--- config.mk ---
export PLATFORM = sky130hd
export DESIGN_NAME = router_out_arbiter
export DESIGN_NICKNAME = d
export VERILOG_FILES = /design/src/rtl/router_out_arbiter.sv
export SDC_FILE = /design/constraint.sdc
export NUM_CORES = 1
export LEC_CHECK = 0
export BUFFER_PORTS_ARGS = -buffer_cell sky130_fd_sc_hd__buf_2
export CELL_PAD_IN_SITES_DETAIL_PLACEMENT = 1
export CELL_PAD_IN_SITES_GLOBAL_PLACEMENT = 1
export CORE_MARGIN = 2
export CORE_UTILIZATION = 48
export CTS_BUF_LIST = sky130_fd_sc_hd__clkbuf_4 sky130_fd_sc_hd__clkbuf_8
export CTS_CLUSTER_DIAMETER = 80
export DETAILED_ROUTE_END_ITERATION = 8
export PLACE_DENSITY = 0.95
export SLEW_MARGIN = 20
export SYNTH_ARGS = -nofsm -noshare
export SYNTH_HDL_FRONTEND = slang
export SYNTH_SLANG_ARGS = --single-unit
--- constraint.sdc ---
create_clock -name clk -period 7.85 [get_ports clk]
set_input_delay 0.785 -clock clk [delete_from_list [all_inputs] [get_ports clk]]
set_output_delay 0.785 -clock clk [all_outputs]
set_load 0.1 [all_outputs]
--- src/rtl/router_out_arbiter.sv ---
// router_out_arbiter
// Per-output-port scheduler for the 2-VC mesh router. It shares one output
// channel between NREQ input requesters. Each virtual channel keeps its own
// round-robin pointer. The block also owns the occupancy flags of the two
// single-flit output buffers (even VC and odd VC) that feed the link. Only the
// VC selected by the mesh polarity phase is served in a given cycle.
//
// Ports:
//   clk        - rising-edge clock
//   reset      - synchronous, active-high reset
//   polarity   - mesh phase: 0 serves the even VC, 1 serves the odd VC
//   req_even   - per-input requests holding an even-VC flit for this output
//   req_odd    - per-input requests holding an odd-VC flit for this output
//   drain_even - downstream consumed the even output buffer this cycle
//   drain_odd  - downstream consumed the odd output buffer this cycle
//   gnt        - one-hot grant; the winner's flit is written at the next edge
//   gnt_valid  - OR of gnt
//   gnt_vc     - VC of the current grant (follows polarity outside reset)
//   full_even  - even output buffer occupied
//   full_odd   - odd output buffer occupied
module router_out_arbiter #(
  parameter int NREQ = 5,
  parameter int PTRW = 3
) (
  input  logic            clk,
  input  logic            reset,
  input  logic            polarity,
  input  logic [NREQ-1:0] req_even,
  input  logic [NREQ-1:0] req_odd,
  input  logic            drain_even,
  input  logic            drain_odd,
  output logic [NREQ-1:0] gnt,
  output logic            gnt_valid,
  output logic            gnt_vc,
  output logic            full_even,
  output logic            full_odd
);

  logic [PTRW-1:0] ptrEven_q, ptrEven_d;
  logic [PTRW-1:0] ptrOdd_q, ptrOdd_d;
  logic            fullEven_q, fullEven_d;
  logic            fullOdd_q, fullOdd_d;

  logic [NREQ-1:0] reqAct;
  logic [PTRW-1:0] ptrAct;
  logic [PTRW-1:0] winner;
  logic [PTRW-1:0] ptrNext;
  logic            found;
  logic            space;
  logic            grantOk;
  logic [NREQ-1:0] gntVec;
  int              scanIdx;

  // Grant selection for the active VC. The scan starts at that VC's pointer
  // and wraps explicitly at NREQ, because NREQ need not be a power of two.
  // A drain in the same cycle frees the buffer slot, which allows back-to-back
  // grants into a single-flit buffer.
  always_comb begin
    reqAct  = polarity ? req_odd : req_even;
    ptrAct  = polarity ? ptrOdd_q : ptrEven_q;
    space   = polarity ? (!fullOdd_q || drain_odd) : (!fullEven_q || drain_even);
    found   = 1'b0;
    winner  = '0;
    scanIdx = 0;
    for (int off = 0; off < NREQ; off++) begin
      scanIdx = int'(ptrAct) + off;
      if (scanIdx >= NREQ) begin
        scanIdx = scanIdx - NREQ;
      end
      if (!found && reqAct[scanIdx[PTRW-1:0]]) begin
        found  = 1'b1;
        winner = scanIdx[PTRW-1:0];
      end
    end
    grantOk = !reset && space && found;
    gntVec  = '0;
    if (grantOk) begin
      gntVec[winner] = 1'b1;
    end
    ptrNext = (winner == PTRW'(NREQ - 1)) ? '0 : winner + 1'b1;
  end

  // Next-state computation. Only the active VC can advance its pointer or set
  // its full flag. Either VC's full flag can be cleared by its own drain at
  // any time. When a grant and a drain coincide, the grant wins and the slot
  // stays occupied.
  always_comb begin
    ptrEven_d  = ptrEven_q;
    ptrOdd_d   = ptrOdd_q;
    fullEven_d = fullEven_q;
    fullOdd_d  = fullOdd_q;
    if (drain_even) begin
      fullEven_d = 1'b0;
    end
    if (drain_odd) begin
      fullOdd_d = 1'b0;
    end
    if (grantOk) begin
      if (polarity) begin
        ptrOdd_d  = ptrNext;
        fullOdd_d = 1'b1;
      end else begin
        ptrEven_d  = ptrNext;
        fullEven_d = 1'b1;
      end
    end
  end

  // State registers. Reset clears the occupancy flags without flushing the
  // buffers, so any flit held in them at reset time is discarded.
  always_ff @(posedge clk) begin
    if (reset) begin
      ptrEven_q  <= '0;
      ptrOdd_q   <= '0;
      fullEven_q <= 1'b0;
      fullOdd_q  <= 1'b0;
    end else begin
      ptrEven_q  <= ptrEven_d;
      ptrOdd_q   <= ptrOdd_d;
      fullEven_q <= fullEven_d;
      fullOdd_q  <= fullOdd_d;
    end
  end

  assign gnt       = gntVec;
  assign gnt_valid = grantOk;
  assign gnt_vc    = !reset && polarity;
  assign full_even = fullEven_q;
  assign full_odd  = fullOdd_q;

endmodule

==> flow_metrics.env <==
export IMPL_cts_hold_buf=0
export IMPL_status="finished clean"
export IMPL_crit_buf_inv=2
export IMPL_finalSetupViolCount=0
export IMPL_grt_pass1_wl_um=8710
export IMPL_cp_required_ns=7.07
export IMPL_max_freq_ghz=0.160
export IMPL_synthFlopType="dfxtp_1"
export IMPL_antenna_left=0
export IMPL_layout_drive_gt1_share=0.229
export IMPL_clk_pin_slew_ns=0.06
export IMPL_wire_per_inst_um=19.0
export IMPL_ys_warn_count=0
export IMPL_ios=24
export IMPL_worstHoldPathType="reg2reg"
export IMPL_p_leak_uw=0.000752
export IMPL_htree_levels=1
export IMPL_synth_cell_types=67
export IMPL_seqPwrFrac=0.076
export IMPL_dieArea_um2=3920
export IMPL_clk_path_buf_depth=2
export IMPL_maxSlewHeadroom=0.483
export IMPL_core_area_um2=3310
export IMPL_max_stage_delay_ns=0.76
export IMPL_rsz0062_at_grt="no"
export IMPL_syn_num_nets=231
export IMPL_combPwrFrac=0.885
export IMPL_drcViolationCount=0
export IMPL_critPathLaunchType="input port"
export IMPL_cts_tree="built"
export IMPL_stdcell_count=269
export IMPL_cts_sinks=8
export IMPL_place_inst=266
export IMPL_worst_pin_slew_ns=0.759
export IMPL_internal_power_uw=329
export IMPL_synth_seq_cells=8
export IMPL_synth_area_per_cell_um2=7.93
export IMPL_antenna_found_initial=0
export IMPL_slowest_stage="mux2i_4"
export IMPL_powerDensity_nw_per_um2=474
export IMPL_reg2reg_setup_slack_ns=3.95
export IMPL_place_area_um2=1760
export IMPL_worstPathArrival_ns=5.48
export IMPL_gp_congestion=0.899
export IMPL_start_util=0.498
export IMPL_vias=1715
export IMPL_cts_setup_buffers=0
export IMPL_port_buffers=23
export IMPL_grt_max_degree=23
export IMPL_worstPathCellList="buf_2 -> mux2i_4 -> ha_1 -> ha_1 -> a221oi_2 -> mux2i_1 -> a211oi_1 -> o21a_1 -> or3b_1 -> nor2b_4 -> o22ai_1 -> or3b_1 -> nor2b_1 -> buf_2"
export IMPL_cp_max_fo=22
export IMPL_finalMaxSlewViolations=0
export IMPL_cts_resized=0
export IMPL_switching_power_uw=514
export IMPL_regArea_um2=160
export IMPL_num_antenna_cells=0
export IMPL_finalClockSkew_ns=0.0113
export IMPL_crit_path_end_kind="primary output"
export IMPL_p_total_uw=843
export IMPL_num_fill_cells=454
export IMPL_whs_ns=0.495
export IMPL_clockPowerShare=0.039
export IMPL_ir_drop_uv=394
export IMPL_tns_ns=0
export IMPL_synth_enable_flop_cells=0
export IMPL_crit_family="multiplexers"
export IMPL_insertion_delay_ns=0.26
export IMPL_grt_usage=0.267
export IMPL_synth_area_um2=1650
export IMPL_fp_dieH_um=62.6
export IMPL_area_growth_pct=7.73
export IMPL_synthArstFlopShare=0
export IMPL_cts_inserted_buffers=3
export IMPL_grt_overflow=0
export IMPL_post_route_period_util=0.798
export IMPL_final_nets=248
export IMPL_post_dp_hpwl_um=3960
export IMPL_timing_final_crit_period_ns=6.27
export IMPL_grt_pass1_vias=1729
export IMPL_drv_cap=0
export IMPL_routed_via_density=6.38
export IMPL_syn_inst=208
export IMPL_worstSetupPathType="in2out"
export IMPL_cts_root_buf="clkbuf_4"
export IMPL_switching_share=0.610
export IMPL_final_hold_viol_count=0
export IMPL_wirelength_um=5120
export IMPL_dieWidth_um=62.6
export IMPL_synth_seq_area_share=0.0970
export IMPL_multi_input_area_um2=1380
export IMPL_rows=21
export IMPL_first_pass_iters=4
export IMPL_fin_area_um2=1780
export IMPL_drtIter0Drc=116
## registers in the layout, indices dropped and copies added, names as in the netlist
register   cells
ptrEven_q      3
full_even      1
ptrOdd_q       3
full_odd       1
## Yosys cell counts (all sizes together) (4+ instances only)
| library cell | number | share of area |
|---|---|---|
| ha | 8 | 0.061 |
| o21ai | 12 | 0.039 |
| a21o | 4 | 0.018 |
| nand3 | 6 | 0.018 |
| buf | 8 | 0.034 |
| nor2 | 19 | 0.043 |
| nor2b | 5 | 0.023 |
| and3 | 4 | 0.015 |
| mux2i | 16 | 0.12 |
| nand2b | 7 | 0.027 |
| nand2 | 20 | 0.052 |
| inv | 10 | 0.024 |
| mux2 | 5 | 0.036 |
| dfxtp | 8 | 0.097 |
| a21oi | 8 | 0.024 |
| a211oi | 9 | 0.041 |
## cells in the final DEF (no fill, tap or decap), types with 3 or more instances in the layout
master	n
mux2i_4	3
ha_1	8
clkbuf_4	3
o21ai_0	7
nand3_1	6
a21o_1	4
nand2_1	18
nand2b_1	7
dfxtp_1	8
nor2_1	19
o211ai_1	3
o21ai_1	4
mux2_2	3
and3_1	4
nor2b_1	4
o31a_1	3
o22ai_1	3
inv_1	8
xnor2_1	3
nor3_1	3
a211oi_1	9
mux2i_1	12
buf_2	23
a21oi_1	8
## cell type report
cell class | count | share of cell area
Multi-Input combinational cell | 179 | 0.778
Sequential cell | 8 | 0.0901
Timing Repair Buffer | 23 | 0.0647
Tap cell | 46 | 0.0324
Inverter | 10 | 0.0225
Clock buffer | 3 | 0.0127
## metrics by stage
step / utilization / setup slack, ns
after floorplan: - / 1.14
after global placement: 0.530 / 1.83
after detailed placement: 0.530 / 1.66
after CTS: 0.537 / 1.62
after global routing: 0.537 / 1.31
final: 0.537 / 1.58
## power by group through the flow
stage                     Sequential, uW  Clock [uW]  Combinational, uW
after floorplan                     71.5           0                599
after global placement              64.7           0                718
after detailed placement            64.9           0                736
after CTS                           64.2        33.0                741
after global routing                65.8        36.2                808
final                               64.2        33.0                746
## cell families after synthesis
| kind of cell | synth area share |
|---|---|
| flip-flops | 0.0970 |
| AO/OA/AOI/OAI | 0.331 |
| multiplexers | 0.172 |
| buffers and inverters | 0.0652 |
| XOR/XNOR | 0.0159 |
| AND/OR/NAND/NOR | 0.258 |
| adder cells (fa/ha/maj) | 0.0607 |
## tightest hold or removal path: stages (launching register included)
cell,delay [ns]
dfxtp_1,0.31
nand2b_1,0.08
a21oi_1,0.06
## final timing paths
check,startpoint,end,cells past startpoint
worst min register to register,full_even,full_even,2
worst min-delay path,full_even,full_even,2
worst max-delay path,polarity,gnt[1],14
worst max register to register,ptrEven_q[0],ptrOdd_q[0],12
## routing by layer
| layer | GRT usage | vias up | share of wire |
|---|---|---|---|
| met4 | 0.0611 | 0 | 0.012 |
| met2 | 0.466 | 49 | 0.50 |
| met5 | 0 | - | 0 |
| met1 | 0.355 | 835 | 0.44 |
| met3 | 0.0252 | 9 | 0.040 |
| li1 | - | 822 | - |
(Power assumes the default switching activity.)
